===== src/rtl/alu_pkg.sv =====
// alu_pkg: shared definitions for the shared-ALU arbiter slice.
//   ALU_* : 2-bit op select codes (add/sub/and/or)
//   state_e : arbiter FSM state encoding
package alu_pkg;

    localparam int         DATA_W  = 32;

    localparam logic [1:0] ALU_ADD = 2'b00;
    localparam logic [1:0] ALU_SUB = 2'b01;
    localparam logic [1:0] ALU_AND = 2'b10;
    localparam logic [1:0] ALU_OR  = 2'b11;

    typedef enum logic [1:0] {
        ST_IDLE = 2'd0,
        ST_EXEC = 2'd1,
        ST_RESP = 2'd2
    } state_e;

endpackage


===== src/rtl/alu_share_arbiter_if.sv =====
// alu_share_arbiter_if: request/response bundle between the requesters and
// the shared-ALU arbiter.
//   req_valid/req_ready : per-requester handshake (req_ready is one-hot)
//   req_a/req_b         : packed operands, requester i at [32*i +: 32]
//   req_sel             : packed op selects, requester i at [2*i +: 2]
//   resp_*              : single result channel (valid/ready, data, zero, id)
// master = requester/consumer side, slave = arbiter side.
interface alu_share_arbiter_if #(
    parameter int NREQ = 4,
    parameter int IDW  = $clog2(NREQ)
) ();

    logic [NREQ-1:0]    req_valid;
    logic [NREQ-1:0]    req_ready;
    logic [NREQ*32-1:0] req_a;
    logic [NREQ*32-1:0] req_b;
    logic [NREQ*2-1:0]  req_sel;
    logic               resp_valid;
    logic               resp_ready;
    logic [31:0]        resp_data;
    logic               resp_zero;
    logic [IDW-1:0]     resp_id;

    modport master (
        output req_valid, req_a, req_b, req_sel, resp_ready,
        input  req_ready, resp_valid, resp_data, resp_zero, resp_id
    );

    modport slave (
        input  req_valid, req_a, req_b, req_sel, resp_ready,
        output req_ready, resp_valid, resp_data, resp_zero, resp_id
    );

endinterface


===== src/rtl/alu.sv =====
// alu: combinational 32-bit ALU (add/sub/and/or) with zero flag.
//   i_a, i_b     : operands
//   i_sel        : op select (ALU_ADD/SUB/AND/OR)
//   o_out        : result, modulo 2^32
//   o_zero_flag  : 1 iff o_out == 0
module alu
    import alu_pkg::*;
(
    input  logic [31:0] i_a,
    input  logic [31:0] i_b,
    input  logic [1:0]  i_sel,
    output logic [31:0] o_out,
    output logic        o_zero_flag
);

    always_comb begin
        o_out = '0;
        case (i_sel)
            ALU_ADD: o_out = i_a + i_b;
            ALU_SUB: o_out = i_a - i_b;
            ALU_AND: o_out = i_a & i_b;
            ALU_OR:  o_out = i_a | i_b;
            default: o_out = '0;
        endcase
    end

    assign o_zero_flag = (o_out == 32'd0);

endmodule


===== src/rtl/alu_share_arbiter_rr_arbiter.sv =====
// rr_arbiter: combinational round-robin pick.
//   i_req   : request vector
//   i_ptr   : highest-priority index for this pick
//   i_en    : grant enable; no grant when low
//   o_grant : one-hot grant (all zero when disabled or no request)
//   o_idx   : binary index of the granted requester
module rr_arbiter #(
    parameter int NREQ = 4,
    parameter int IDW  = $clog2(NREQ)
) (
    input  logic [NREQ-1:0] i_req,
    input  logic [IDW-1:0]  i_ptr,
    input  logic            i_en,
    output logic [NREQ-1:0] o_grant,
    output logic [IDW-1:0]  o_idx
);

    localparam logic [IDW:0] NREQ_W = (IDW+1)'(NREQ);

    always_comb begin
        logic [IDW:0]   v_sum;
        logic [IDW-1:0] v_j;
        logic           v_found;
        o_grant = '0;
        o_idx   = '0;
        v_found = 1'b0;
        v_sum   = '0;
        v_j     = '0;
        // Scan ptr, ptr+1, ... wrapping at NREQ; first hit wins.
        for (int k = 0; k < NREQ; k++) begin
            v_sum = {1'b0, i_ptr} + (IDW+1)'(k);
            if (v_sum >= NREQ_W) begin
                v_sum = v_sum - NREQ_W;
            end
            v_j = v_sum[IDW-1:0];
            if (i_en && !v_found && i_req[v_j]) begin
                v_found      = 1'b1;
                o_grant[v_j] = 1'b1;
                o_idx        = v_j;
            end
        end
    end

endmodule


===== src/rtl/alu_share_arbiter.sv =====
// alu_share_arbiter: shares one ALU among NREQ requesters.
// Round-robin grant, operands latched on handshake, one EXEC cycle through
// the ALU, result registered and returned on a valid/ready channel.
//   clk, rst_n : clock, asynchronous active-low reset
//   bus        : alu_share_arbiter_if.slave (requests in, response out)
//
// state   | meaning
// --------+----------------------------------------------------------
// ST_IDLE | no op in flight; grant window open
// ST_EXEC | ALU evaluating latched operands; result captured at end
// ST_RESP | response valid; grant window open only when resp_ready
module alu_share_arbiter
    import alu_pkg::*;
#(
    parameter int NREQ = 4,
    parameter int IDW  = $clog2(NREQ)
) (
    input  logic                clk,
    input  logic                rst_n,
    alu_share_arbiter_if.slave  bus
);

    localparam logic [IDW-1:0] LAST_IDX = IDW'(NREQ - 1);

    state_e          r_state;
    state_e          w_state_nxt;
    logic [IDW-1:0]  r_ptr;
    logic [31:0]     r_a;
    logic [31:0]     r_b;
    logic [1:0]      r_sel;
    logic [IDW-1:0]  r_id;
    logic            r_resp_valid;
    logic [31:0]     r_resp_data;
    logic            r_resp_zero;
    logic [IDW-1:0]  r_resp_id;

    logic            w_grant_en;
    logic [NREQ-1:0] w_grant;
    logic [IDW-1:0]  w_idx;
    logic            w_hs;
    logic [IDW-1:0]  w_ptr_nxt;
    logic [31:0]     w_a;
    logic [31:0]     w_b;
    logic [1:0]      w_sel;
    logic [31:0]     w_alu_out;
    logic            w_alu_zero;

    // rst_n in the enable keeps req_ready low throughout reset.
    assign w_grant_en = rst_n &&
                        ((r_state == ST_IDLE) ||
                         ((r_state == ST_RESP) && bus.resp_ready));

    rr_arbiter #(
        .NREQ (NREQ),
        .IDW  (IDW)
    ) u_rr_arbiter (
        .i_req   (bus.req_valid),
        .i_ptr   (r_ptr),
        .i_en    (w_grant_en),
        .o_grant (w_grant),
        .o_idx   (w_idx)
    );

    assign bus.req_ready = w_grant;
    assign w_hs          = |(w_grant & bus.req_valid);
    assign w_ptr_nxt     = (w_idx == LAST_IDX) ? '0 : w_idx + IDW'(1);

    always_comb begin
        w_a   = '0;
        w_b   = '0;
        w_sel = '0;
        for (int i = 0; i < NREQ; i++) begin
            if (w_grant[i]) begin
                w_a   = bus.req_a[32*i +: 32];
                w_b   = bus.req_b[32*i +: 32];
                w_sel = bus.req_sel[2*i +: 2];
            end
        end
    end

    alu u_alu (
        .i_a         (r_a),
        .i_b         (r_b),
        .i_sel       (r_sel),
        .o_out       (w_alu_out),
        .o_zero_flag (w_alu_zero)
    );

    always_comb begin
        w_state_nxt = r_state;
        case (r_state)
            ST_IDLE: if (w_hs) w_state_nxt = ST_EXEC;
            ST_EXEC: w_state_nxt = ST_RESP;
            ST_RESP: if (bus.resp_ready) w_state_nxt = w_hs ? ST_EXEC : ST_IDLE;
            default: w_state_nxt = ST_IDLE;
        endcase
    end

    always_ff @(posedge clk or negedge rst_n) begin
        if (!rst_n) begin
            r_state      <= ST_IDLE;
            r_ptr        <= '0;
            r_a          <= '0;
            r_b          <= '0;
            r_sel        <= '0;
            r_id         <= '0;
            r_resp_valid <= 1'b0;
            r_resp_data  <= '0;
            r_resp_zero  <= 1'b0;
            r_resp_id    <= '0;
        end else begin
            r_state <= w_state_nxt;
            if (w_hs) begin
                r_a   <= w_a;
                r_b   <= w_b;
                r_sel <= w_sel;
                r_id  <= w_idx;
                r_ptr <= w_ptr_nxt;
            end
            if (r_state == ST_EXEC) begin
                r_resp_valid <= 1'b1;
                r_resp_data  <= w_alu_out;
                r_resp_zero  <= w_alu_zero;
                r_resp_id    <= r_id;
            end else if ((r_state == ST_RESP) && bus.resp_ready) begin
                r_resp_valid <= 1'b0;
            end
        end
    end

    assign bus.resp_valid = r_resp_valid;
    assign bus.resp_data  = r_resp_data;
    assign bus.resp_zero  = r_resp_zero;
    assign bus.resp_id    = r_resp_id;

endmodule


===== src/flat_wrapper.sv =====
// flat-port wrapper written by rule: the top's interface ports become plain ports
module alu_share_arbiter_flat import alu_pkg::*;
#(
    parameter int NREQ = 4,
    parameter int IDW  = $clog2(NREQ)
)
  (clk, rst_n, bus_req_valid, bus_req_a, bus_req_b, bus_req_sel, bus_resp_ready, bus_req_ready, bus_resp_valid, bus_resp_data, bus_resp_zero, bus_resp_id);
  alu_share_arbiter_if #(.NREQ(NREQ), .IDW(IDW)) bus_i ();
  input  logic clk;
  input  logic rst_n;
  input wire logic [$bits(bus_i.req_valid)-1:0] bus_req_valid;
  input wire logic [$bits(bus_i.req_a)-1:0] bus_req_a;
  input wire logic [$bits(bus_i.req_b)-1:0] bus_req_b;
  input wire logic [$bits(bus_i.req_sel)-1:0] bus_req_sel;
  input wire logic [$bits(bus_i.resp_ready)-1:0] bus_resp_ready;
  output wire logic [$bits(bus_i.req_ready)-1:0] bus_req_ready;
  output wire logic [$bits(bus_i.resp_valid)-1:0] bus_resp_valid;
  output wire logic [$bits(bus_i.resp_data)-1:0] bus_resp_data;
  output wire logic [$bits(bus_i.resp_zero)-1:0] bus_resp_zero;
  output wire logic [$bits(bus_i.resp_id)-1:0] bus_resp_id;
  assign bus_i.req_valid = bus_req_valid;
  assign bus_i.req_a = bus_req_a;
  assign bus_i.req_b = bus_req_b;
  assign bus_i.req_sel = bus_req_sel;
  assign bus_i.resp_ready = bus_resp_ready;
  assign bus_req_ready = bus_i.req_ready;
  assign bus_resp_valid = bus_i.resp_valid;
  assign bus_resp_data = bus_i.resp_data;
  assign bus_resp_zero = bus_i.resp_zero;
  assign bus_resp_id = bus_i.resp_id;
  alu_share_arbiter #(.NREQ(NREQ), .IDW(IDW)) u_core (.clk(clk), .rst_n(rst_n), .bus(bus_i));
endmodule

===== config.mk =====
export PLATFORM = sky130hd
export DESIGN_NAME = alu_share_arbiter_flat
export DESIGN_NICKNAME = d
export VERILOG_FILES = /design/src/rtl/alu_pkg.sv /design/src/rtl/alu_share_arbiter_if.sv /design/src/rtl/alu.sv /design/src/rtl/alu_share_arbiter_rr_arbiter.sv /design/src/rtl/alu_share_arbiter.sv /design/src/flat_wrapper.sv
export SDC_FILE = /design/constraint.sdc
export NUM_CORES = 1
export LEC_CHECK = 0
export ABC_CLOCK_PERIOD_IN_PS = 14700
export CORE_MARGIN = 2
export CORE_UTILIZATION = 50
export DETAILED_ROUTE_END_ITERATION = 6
export PLACE_DENSITY_LB_ADDON = 0.15
export SYNTH_ARGS = -nofsm -noshare
export SYNTH_HDL_FRONTEND = slang
export SYNTH_HIERARCHICAL = 1
export SYNTH_SLANG_ARGS = --single-unit

===== constraint.sdc =====
create_clock -name clk -period 14.7 [get_ports clk]
set_input_delay 2.94 -clock clk [delete_from_list [all_inputs] [get_ports clk]]
set_output_delay 2.94 -clock clk [all_outputs]
set_load 0.03 [all_outputs]

==> results of run 1 <==
registers in the layout, indices dropped and copies added, names as in the netlist:
name                   flops
u_core/bus.resp_data      32
u_core/bus.resp_id         2
u_core/bus.resp_valid      1
u_core/bus.resp_zero       1
u_core/r_a                32
u_core/r_b                32
u_core/r_id                2
u_core/r_ptr               2
u_core/r_sel               2
u_core/r_state             2
per-stage QoR:
step                      cell area, um2  cells  hold WS (ns)  utilization [%]  worst slack, ns
after floorplan                     9373   1067        0.4602                -            7.042
after global placement             12480   1538        0.4870            67.42            5.628
after detailed placement           12480   1538        0.4941            67.42            5.612
after CTS                          12780   1554        0.5121            68.99            5.570
after global routing               12780   1554        0.5182            68.99            5.340
final                              12780   1554        0.5067            68.99            5.580
worst reg2reg max path, cell delays in order (launching register included):
cell	delay, ns
dfrtp_1	0.85
inv_2	0.20
ha_1	0.61
mux4_2	0.55
nor2b_1	0.15
o21ai_2	0.14
o221ai_4	0.15
buf_4	0.38
a22oi_2	0.25
buf_4	0.61
and2_2	0.71
buf_4	0.50
mux2_2	0.40
cells by family (layout without fill, tap and decap cells):
logic type,Yosys count,after routing,share of synthesized area (%)
XOR/XNOR,46,46,4.299
multiplexers,54,54,6.915
adder cells (fa/ha/maj),65,65,8.210
flip-flops,108,108,28.83
AO/OA/AOI/OAI,399,399,30.68
buffers and inverters,113,366,5.473
AND/OR/NAND/NOR,282,282,15.59
power breakdown:
| group | internal [W] | switching [W] |
|---|---|---|
| combinational | 0.000803 | 0.00114 |
| clock | 0.000119 | 0.000122 |
| sequential | 0.000404 | 0.000140 |
| total | 0.00133 | 0.00140 |
cells in the mapped netlist (all sizes together) (16+ instances only):
cell type | n | area, um2
ha | 43 | 538.0
maj3 | 21 | 211.5
clkbuf | 49 | 183.9
o22ai | 67 | 419.2
xnor2 | 28 | 245.2
buf | 35 | 220.2
o21a | 17 | 127.6
nor2 | 52 | 197.7
inv | 29 | 108.9
dfrtp | 108 | 2703
mux2 | 43 | 488.0
o31ai | 75 | 563.0
a221oi | 66 | 578.1
xor2 | 18 | 157.7
nor3 | 16 | 80.08
o21ai | 50 | 261.5
nand2 | 69 | 259.0
a21oi | 51 | 259.0
nand3 | 76 | 380.4
cell usage in the layout (no fill, tap or decap), types with 6 or more instances in the layout:
master and count:
nand3_1 76, a211oi_1 8, nand4_1 6, o31ai_1 75
o22ai_1 67, mux2_2 42, maj3_1 20, nand2b_1 6
xor2_1 18, o211ai_1 9, mux2i_1 7, nor3_1 16
clkdlybuf4s50_1 309, nand2_1 69, xnor2_1 28, nor2_1 51
buf_4 12, a221oi_1 66, a21oi_1 50, o21ai_0 46
nor2b_1 10, inv_1 27, o21a_1 17, clkbuf_16 9
a21o_1 11, ha_1 43, dfrtp_1 107
cell type report:
type                       count  share of cell area, %
multi-input combinational    846                  48.50
timing repair buffer         321                  24.91
sequential                   108                  21.16
tap                          234                  2.292
clock buffer                   9                  1.763
inverter                      29                 0.8520
clock inverter                 7                 0.5190
worst max-delay path by stage:
stage,cells after the start,slack (ns),from,endpoint
6_report,8,5.58,bus_resp_ready,bus_req_ready[3]
5_1_grt,7,5.34,rst_n,bus_req_ready[3]
4_1_cts,8,5.57,bus_resp_ready,bus_req_ready[3]
3_5_place_dp,8,5.61,bus_resp_ready,bus_req_ready[3]
3_3_place_gp,8,5.63,bus_resp_ready,bus_req_ready[3]
2_1_floorplan,6,7.04,bus_resp_ready,bus_req_ready[1]
layer usage:
layer | part of all wire, % | global-route usage (%) | vias up
met1 | 45 | 47.35 | 4779
li1 | - | - | 4666
met3 | 7.2 | 3.974 | 38
met2 | 46 | 49.76 | 440
met4 | 1.8 | 7.789 | 2
met5 | 0.040 | 0 | -
==> impl_metrics.tcl, run 1 <==
set metrics [dict create \
    ys_types 82 \
    synth_async_sr_flop_share_pct 100.0 \
    crit_top_cell "clkdlybuf4s50_1" \
    path_cells "clkdlybuf4s50_1 -> nor2b_1 -> nor3b_1 -> inv_1 -> nor4_4 -> o21ai_2 -> o221ai_1 -> clkdlybuf4s50_1" \
    tightest_slew_ns 1.075 \
    area_growth_pct 36.31 \
    holdCritPathClass "reg2reg" \
    vias_per_cell 6.387 \
    htree_levels 3 \
    cts.sinks 108 \
    ios 311 \
    final-hold-violation-count 0 \
    drc 0 \
    wirelength_mm 32.40 \
    postSynthNetCount 1382 \
    floorplan.initialDensity_pct 50.61 \
    yosysSeqAreaShare_pct 28.83 \
    grt_usage_pct 31.93 \
    hold_path_end "u_core/bus.resp_data[14]" \
    multi_input_area_um2 6196 \
    slowest_stage "clkdlybuf4s50_1" \
    syn_inst 1067 \
    required_ns 11.76 \
    start_kind "input pin" \
    hold_buffers 0 \
    chipWidth_um 140.9 \
    grt.overflow.total 0 \
    worstPathArrival_ns 6.18 \
    firstDrtPassIters 5 \
    nNetsFinal 1630 \
    power_density_nw_per_um2 213.5 \
    crit_buf_inv 3 \
    drt_iter0_drc 975 \
    antenna_found_initial 1 \
    cts-resized-gates 0 \
    max_slew_margin_pct 28.21 \
    power.leakage_nw 4.980 \
    grt_pass1_wl_mm 50.97 \
    design_power_total_w 0.002728 \
    status "completed" \
    wl_per_cell_um 20.85 \
    r2r-start "u_core/r_ptr[0]" \
    yosysWarnings 6 \
    fp.dieArea_um2 19860 \
    skew_ns 0.009062 \
    crit_fanout 7 \
    synth_edf_count 0 \
    core-area_um2 18520 \
    min_from "u_core/bus.resp_data[14]" \
    hpwl_mm 24.59 \
    antennaDiodeCount 0 \
    cts_buffer_depth 2 \
    drive_above_1_share_pct 8.561 \
    setup_viol 0 \
    max-cap-violations 0 \
    ant_nets 0 \
    layout_min_cycle_time_ns 9.120 \
    fmax_mhz 109.6 \
    numCtsBuffers 9 \
    fill_cells 1511 \
    peakVddDrop_mv 0.1375 \
    cts.clk_slew.worst_paths_ns 0.07 \
    ff2ff_setup_slack_ns 9.07 \
    critPathMaxStageDelay_ns 0.82 \
    cp_top_family "buffers and inverters" \
    post_cts_buffers 0 \
    cts_root_buf "clkbuf_16" \
    path_class "in2out" \
    syn_area_um2 9373 \
    synth_ff_type "dfrtp_1" \
    fin_crit_sh_pct 62.04 \
    ys_ff_latch 108 \
    clk_latency_ns 0.36 \
    num_rows 50 \
    r2r_end "u_core/r_id[0]" \
    vias 9925 \
    rsz0062_at_grt "false" \
    hold_path_depth 1 \
    endpoint_kind "primary output" \
    grt_max_degree 72 \
    seq_area_um2 2704 \
    die_h_um 140.9 \
    tns_ns 0 \
    grt_pass1_vias 9384 \
    gp_congestion 0.9371 \
    r2r_cells 12 \
    slew_violations 0 \
    syn-mean-instance-area_um2 8.784 \
    cts_tree "yes" \
    portBuffers 310 \
]
No activity file was read; power rests on OpenSTA's default activity.
==> run 2: changes to the inputs <==
ABC_CLOCK_PERIOD_IN_PS = 7600   (was 14700)
CORE_UTILIZATION = 43   (was 50)
clock period = 7.6 ns   (was 14.7 ns; I/O delays follow)
==> run 2 against run 1 <==
Global-route usage is 3.4 points lower. Non-clock buffer count unchanged. Count of clock-buffer cells in the layout is 2 higher. Critical endpoint unchanged.
==> impl_metrics.tcl, run 2 (same netlist as run 1, synthesis figures left out) <==
set metrics [dict create \
    drc 0 \
    setup_viol 0 \
    vias 9769 \
    cts-resized-gates 0 \
    drive_above_1_share_pct 8.485 \
    post_cts_buffers 0 \
    hold_buffers 0 \
    design_power_total_w 0.005313 \
    fin_hold_ws_ns 0.5049 \
    hpwl_mm 25.38 \
    core-area_um2 21620 \
    grt_max_degree 85 \
    final_common_cell "clkdlybuf4s50_1" \
    grt_pass1_wl_mm 51.12 \
    vias_per_cell 6.102 \
    chipWidth_um 151.6 \
    cts_buffer_depth 2 \
    clk_latency_ns 0.36 \
    grt_pass1_vias 9330 \
    firstDrtPassIters 5 \
    power.leakage_nw 4.982 \
    grt_usage_pct 28.55 \
    numCtsBuffers 9 \
    holdCritPathClass "reg2reg" \
    fp.dieArea_um2 22990 \
    wirelength_mm 33.21 \
    ant_nets 0 \
    cts_root_buf "clkbuf_16" \
    max-cap-violations 0 \
    cts_tree "yes" \
    required_ns 6.08 \
    final-hold-violation-count 0 \
    power_density_nw_per_um2 413.6 \
    final_util_pct 59.42 \
    num_rows 54 \
    fmax_mhz 158.6 \
    die_h_um 151.6 \
    status "completed" \
    htree_levels 3 \
    slew_violations 0 \
    max_slew_margin_pct 11.50 \
    tns_ns 0 \
    nNetsFinal 1630 \
    fin_crit_sh_pct 82.97 \
    antenna_found_initial 1 \
    ios 311 \
    area_growth_pct 37.07 \
    tightest_slew_ns 1.328 \
    endpoint_kind "primary output" \
    crit_fanout 7 \
    start_kind "input pin" \
    floorplan.initialDensity_pct 43.35 \
    drt_iter0_drc 591 \
    mostFrequentLayoutCells "clkdlybuf4s50_1 (309), dfrtp_1 (107), nand3_1 (76), o31ai_1 (75), nand2_1 (69)" \
    worstPathArrival_ns 4.79 \
    cts.sinks 108 \
    path_class "in2out" \
    rsz0062_at_grt "false" \
    wl_per_cell_um 20.75 \
    peakVddDrop_mv 0.4724 \
    gp_congestion 0.9093 \
    skew_ns 0.007960 \
    portBuffers 310 \
    layout_min_cycle_time_ns 6.306 \
    grt.overflow.total 0 \
    cts.clk_slew.worst_paths_ns 0.07 \
]
run 2: where the power goes:
part           total (W)  internal (W)  switching, W
sequential       0.00104      0.000782      0.000254
combinational    0.00378       0.00155       0.00223
clock           0.000492      0.000266      0.000226
run 2: path summary, 6_finish.rpt:
kind | to | cells past startpoint | from | slack (ns)
worst max-delay path | bus_req_ready[3] | 8 | bus_resp_ready | 1.29
worst min-delay path | u_core/bus.resp_data[18] | 1 | u_core/bus.resp_data[18] | 0.50
worst max register to register | u_core/bus.resp_zero | 21 | u_core/r_b[4] | 2.36
worst min register to register | u_core/bus.resp_data[18] | 1 | u_core/bus.resp_data[18] | 0.50
max in group asynchronous | u_core/r_sel[1] | 3 | rst_n | 4.98
min in group asynchronous | u_core/bus.resp_data[3] | 2 | rst_n | 1.32
run 2: cell type report:
class                      instances  area (um2)
sequential                       108        2704
inverter                          29       108.9
clock inverter                     5       60.06
timing repair buffer             321        3183
multi-input combinational        846        6196
tap                              280       350.3
fill                            1961        8773
antenna                            1       2.502
clock buffer                      11       242.7
run 2: per-stage QoR:
step / std cells / instance area (um2) / setup slack (ns)
after global placement: 1584 / 12540 / 1.530
after global routing: 1600 / 12840 / 1.163
after floorplan: 1067 / 9373 / 2.508
final: 1601 / 12850 / 1.294
after CTS: 1600 / 12840 / 1.420
after detailed placement: 1584 / 12540 / 1.455
run 2: critical path, stage by stage:
cell,delay [ns]
clkdlybuf4s50_1,0.48
nor2b_1,0.08
nor3b_1,0.37
inv_1,0.31
nor4_4,0.45
o21ai_2,0.18
o221ai_1,0.58
clkdlybuf4s50_1,0.81
run 2: routing by layer:
layer / part of all wire [%] / GRT usage, %
met2: 46 / 43.99
met3: 6.4 / 5.120
met5: 0 / 0
met1: 45 / 40.32
met4: 2.8 / 9.861
==> run 3: changes to the inputs <==
ABC_CLOCK_PERIOD_IN_PS = 6160   (was 7600)
CORE_UTILIZATION = 47   (was 43)
clock period = 6.16 ns   (was 7.6 ns; I/O delays follow)
==> run 3 against run 2 <==
Critical path depth is 1 higher. Register-to-register slack lost 1.3 ns. Die area shrank 8.3%. Non-clock buffer count increased by 6. Combinational power is 25% higher. Design area up 0.33%. Critical path type unchanged. Critical endpoint unchanged. Largest power group unchanged.
==> impl_metrics.tcl, run 3 (same netlist as run 1, synthesis figures left out) <==
set metrics [dict create \
    final-hold-violation-count 0 \
    setup_viol 0 \
    fin_crit_sh_pct 87.52 \
    grt_pass1_wl_mm 53.07 \
    max-cap-violations 0 \
    drc 0 \
    tightest_slew_ns 1.079 \
    power_density_nw_per_um2 510.1 \
    cts_root_buf "clkbuf_16" \
    grt_max_degree 85 \
    grt.overflow.total 0 \
    antennaDiodeCount 0 \
    grt_pass1_vias 9748 \
    drive_above_1_share_pct 8.906 \
    chipWidth_um 145.2 \
    nNetsFinal 1636 \
    drt_iter0_drc 781 \
    status "completed" \
    required_ns 4.93 \
    wl_per_cell_um 20.96 \
    final_common_cell "clkdlybuf4s50_1" \
    start_kind "input pin" \
    die_h_um 145.2 \
    mostFrequentLayoutCells "clkdlybuf4s50_1 (309), dfrtp_1 (107), nand3_1 (76), o31ai_1 (75), nand2_1 (69)" \
    numCtsBuffers 9 \
    fmax_mhz 185.5 \
    slowest_stage "clkdlybuf4s50_1" \
    hold_buffers 0 \
    cp_top_family "buffers and inverters" \
    fp.dieArea_um2 21090 \
    portBuffers 310 \
    antenna_found_initial 2 \
    floorplan.initialDensity_pct 48.00 \
    peakVddDrop_mv 0.2395 \
    clk_latency_ns 0.36 \
    firstDrtPassIters 5 \
    layout_min_cycle_time_ns 5.391 \
    endpoint_kind "primary output" \
    worstPathArrival_ns 4.16 \
    post_cts_buffers 0 \
    max_slew_margin_pct 27.96 \
    cts_buffer_depth 2 \
    slew_violations 0 \
    cts-resized-gates 0 \
    crit_buf_inv 4 \
    pre_cts_slack_ns 0.7744 \
    power.leakage_nw 5.016 \
    path_class "in2out" \
    core-area_um2 19530 \
    grt_usage_pct 30.92 \
    critPathMaxStageDelay_ns 0.68 \
    fin_ws_ns 0.7689 \
    holdCritPathClass "reg2reg" \
    area_growth_pct 37.53 \
    vias 9968 \
    hpwl_mm 25.91 \
    cts.clk_slew.worst_paths_ns 0.07 \
    postPlaceCellArea_um2 12610 \
    ios 311 \
    num_rows 51 \
    path_cells "clkdlybuf4s50_1 -> nor2b_1 -> nor3b_1 -> inv_1 -> nor4_4 -> o21ai_2 -> o221ai_1 -> buf_4 -> clkdlybuf4s50_1" \
    final_area_um2 12890 \
    final_util_pct 66.01 \
    wirelength_mm 33.33 \
    htree_levels 3 \
    crit_fanout 7 \
    rsz0062_at_grt "false" \
    skew_ns 0.008095 \
    cts.sinks 108 \
    crit_top_cell "clkdlybuf4s50_1" \
    tns_ns 0 \
    ant_nets 0 \
    gp_congestion 0.8839 \
    cts_tree "yes" \
    fin_hold_ws_ns 0.5061 \
    vias_per_cell 6.269 \
]
-- run 3: changes by cell type in the layout (fill, tap and decap cells not counted) --
cell | before | now
diode_2 | 1 | 0
inv_8 | 0 | 1
buf_4 | 12 | 15
buf_12 | 0 | 3
bufinv_16 | 1 | 0
clkinv_2 | 1 | 0
clkbuf_1 | 1 | 0
clkinv_4 | 1 | 2
-- run 3: power by group --
group	switching [W]	total (W)	internal (W)	leakage [nW]
clock network	0.000288	0.000578	0.000290	0.137
logic	0.00279	0.00474	0.00196	3.47
registers	0.000290	0.00126	0.000965	1.41
-- run 3: worst paths after layout --
| check | slack, ns | start | cells after the start | end |
|---|---|---|---|---|
| worst max-delay path | 0.77 | bus_resp_ready | 9 | bus_req_ready[3] |
| worst min-delay path | 0.51 | u_core/bus.resp_data[23] | 1 | u_core/bus.resp_data[23] |
| worst max register to register | 1.02 | u_core/r_b[2] | 21 | u_core/bus.resp_zero |
| worst min register to register | 0.51 | u_core/bus.resp_data[23] | 1 | u_core/bus.resp_data[23] |
| max in group asynchronous | 3.87 | rst_n | 3 | u_core/r_sel[1] |
| min in group asynchronous | 1.08 | rst_n | 2 | u_core/r_a[7] |
-- run 3: routing by layer --
| metal | global-route usage [%] | up-vias | part of all wire, % |
|---|---|---|---|
| li1 | - | 4681 | - |
| met1 | 43.25 | 4823 | 44 |
| met2 | 50.76 | 421 | 48 |
| met5 | 0 | - | 0.087 |
| met3 | 4.057 | 39 | 6.9 |
| met4 | 7.696 | 4 | 1.7 |
-- run 3: layout make-up --
class                      instances  area (um2)
fill                            1691        6636
multi-input combinational        846        6196
timing repair buffer             327        3266
sequential                       108        2704
tap                              265       331.6
clock buffer                      10       239.0
inverter                          29       108.9
clock inverter                     5       45.04
-- run 3: through the flow --
step / instances / power, W
4_1_cts: 1590 / 0.006506
2_1_floorplan: 1067 / 0.004577
5_1_grt: 1590 / 0.007066
3_3_place_gp: 1575 / 0.005842
6_report: 1590 / 0.006576
3_5_place_dp: 1575 / 0.005918
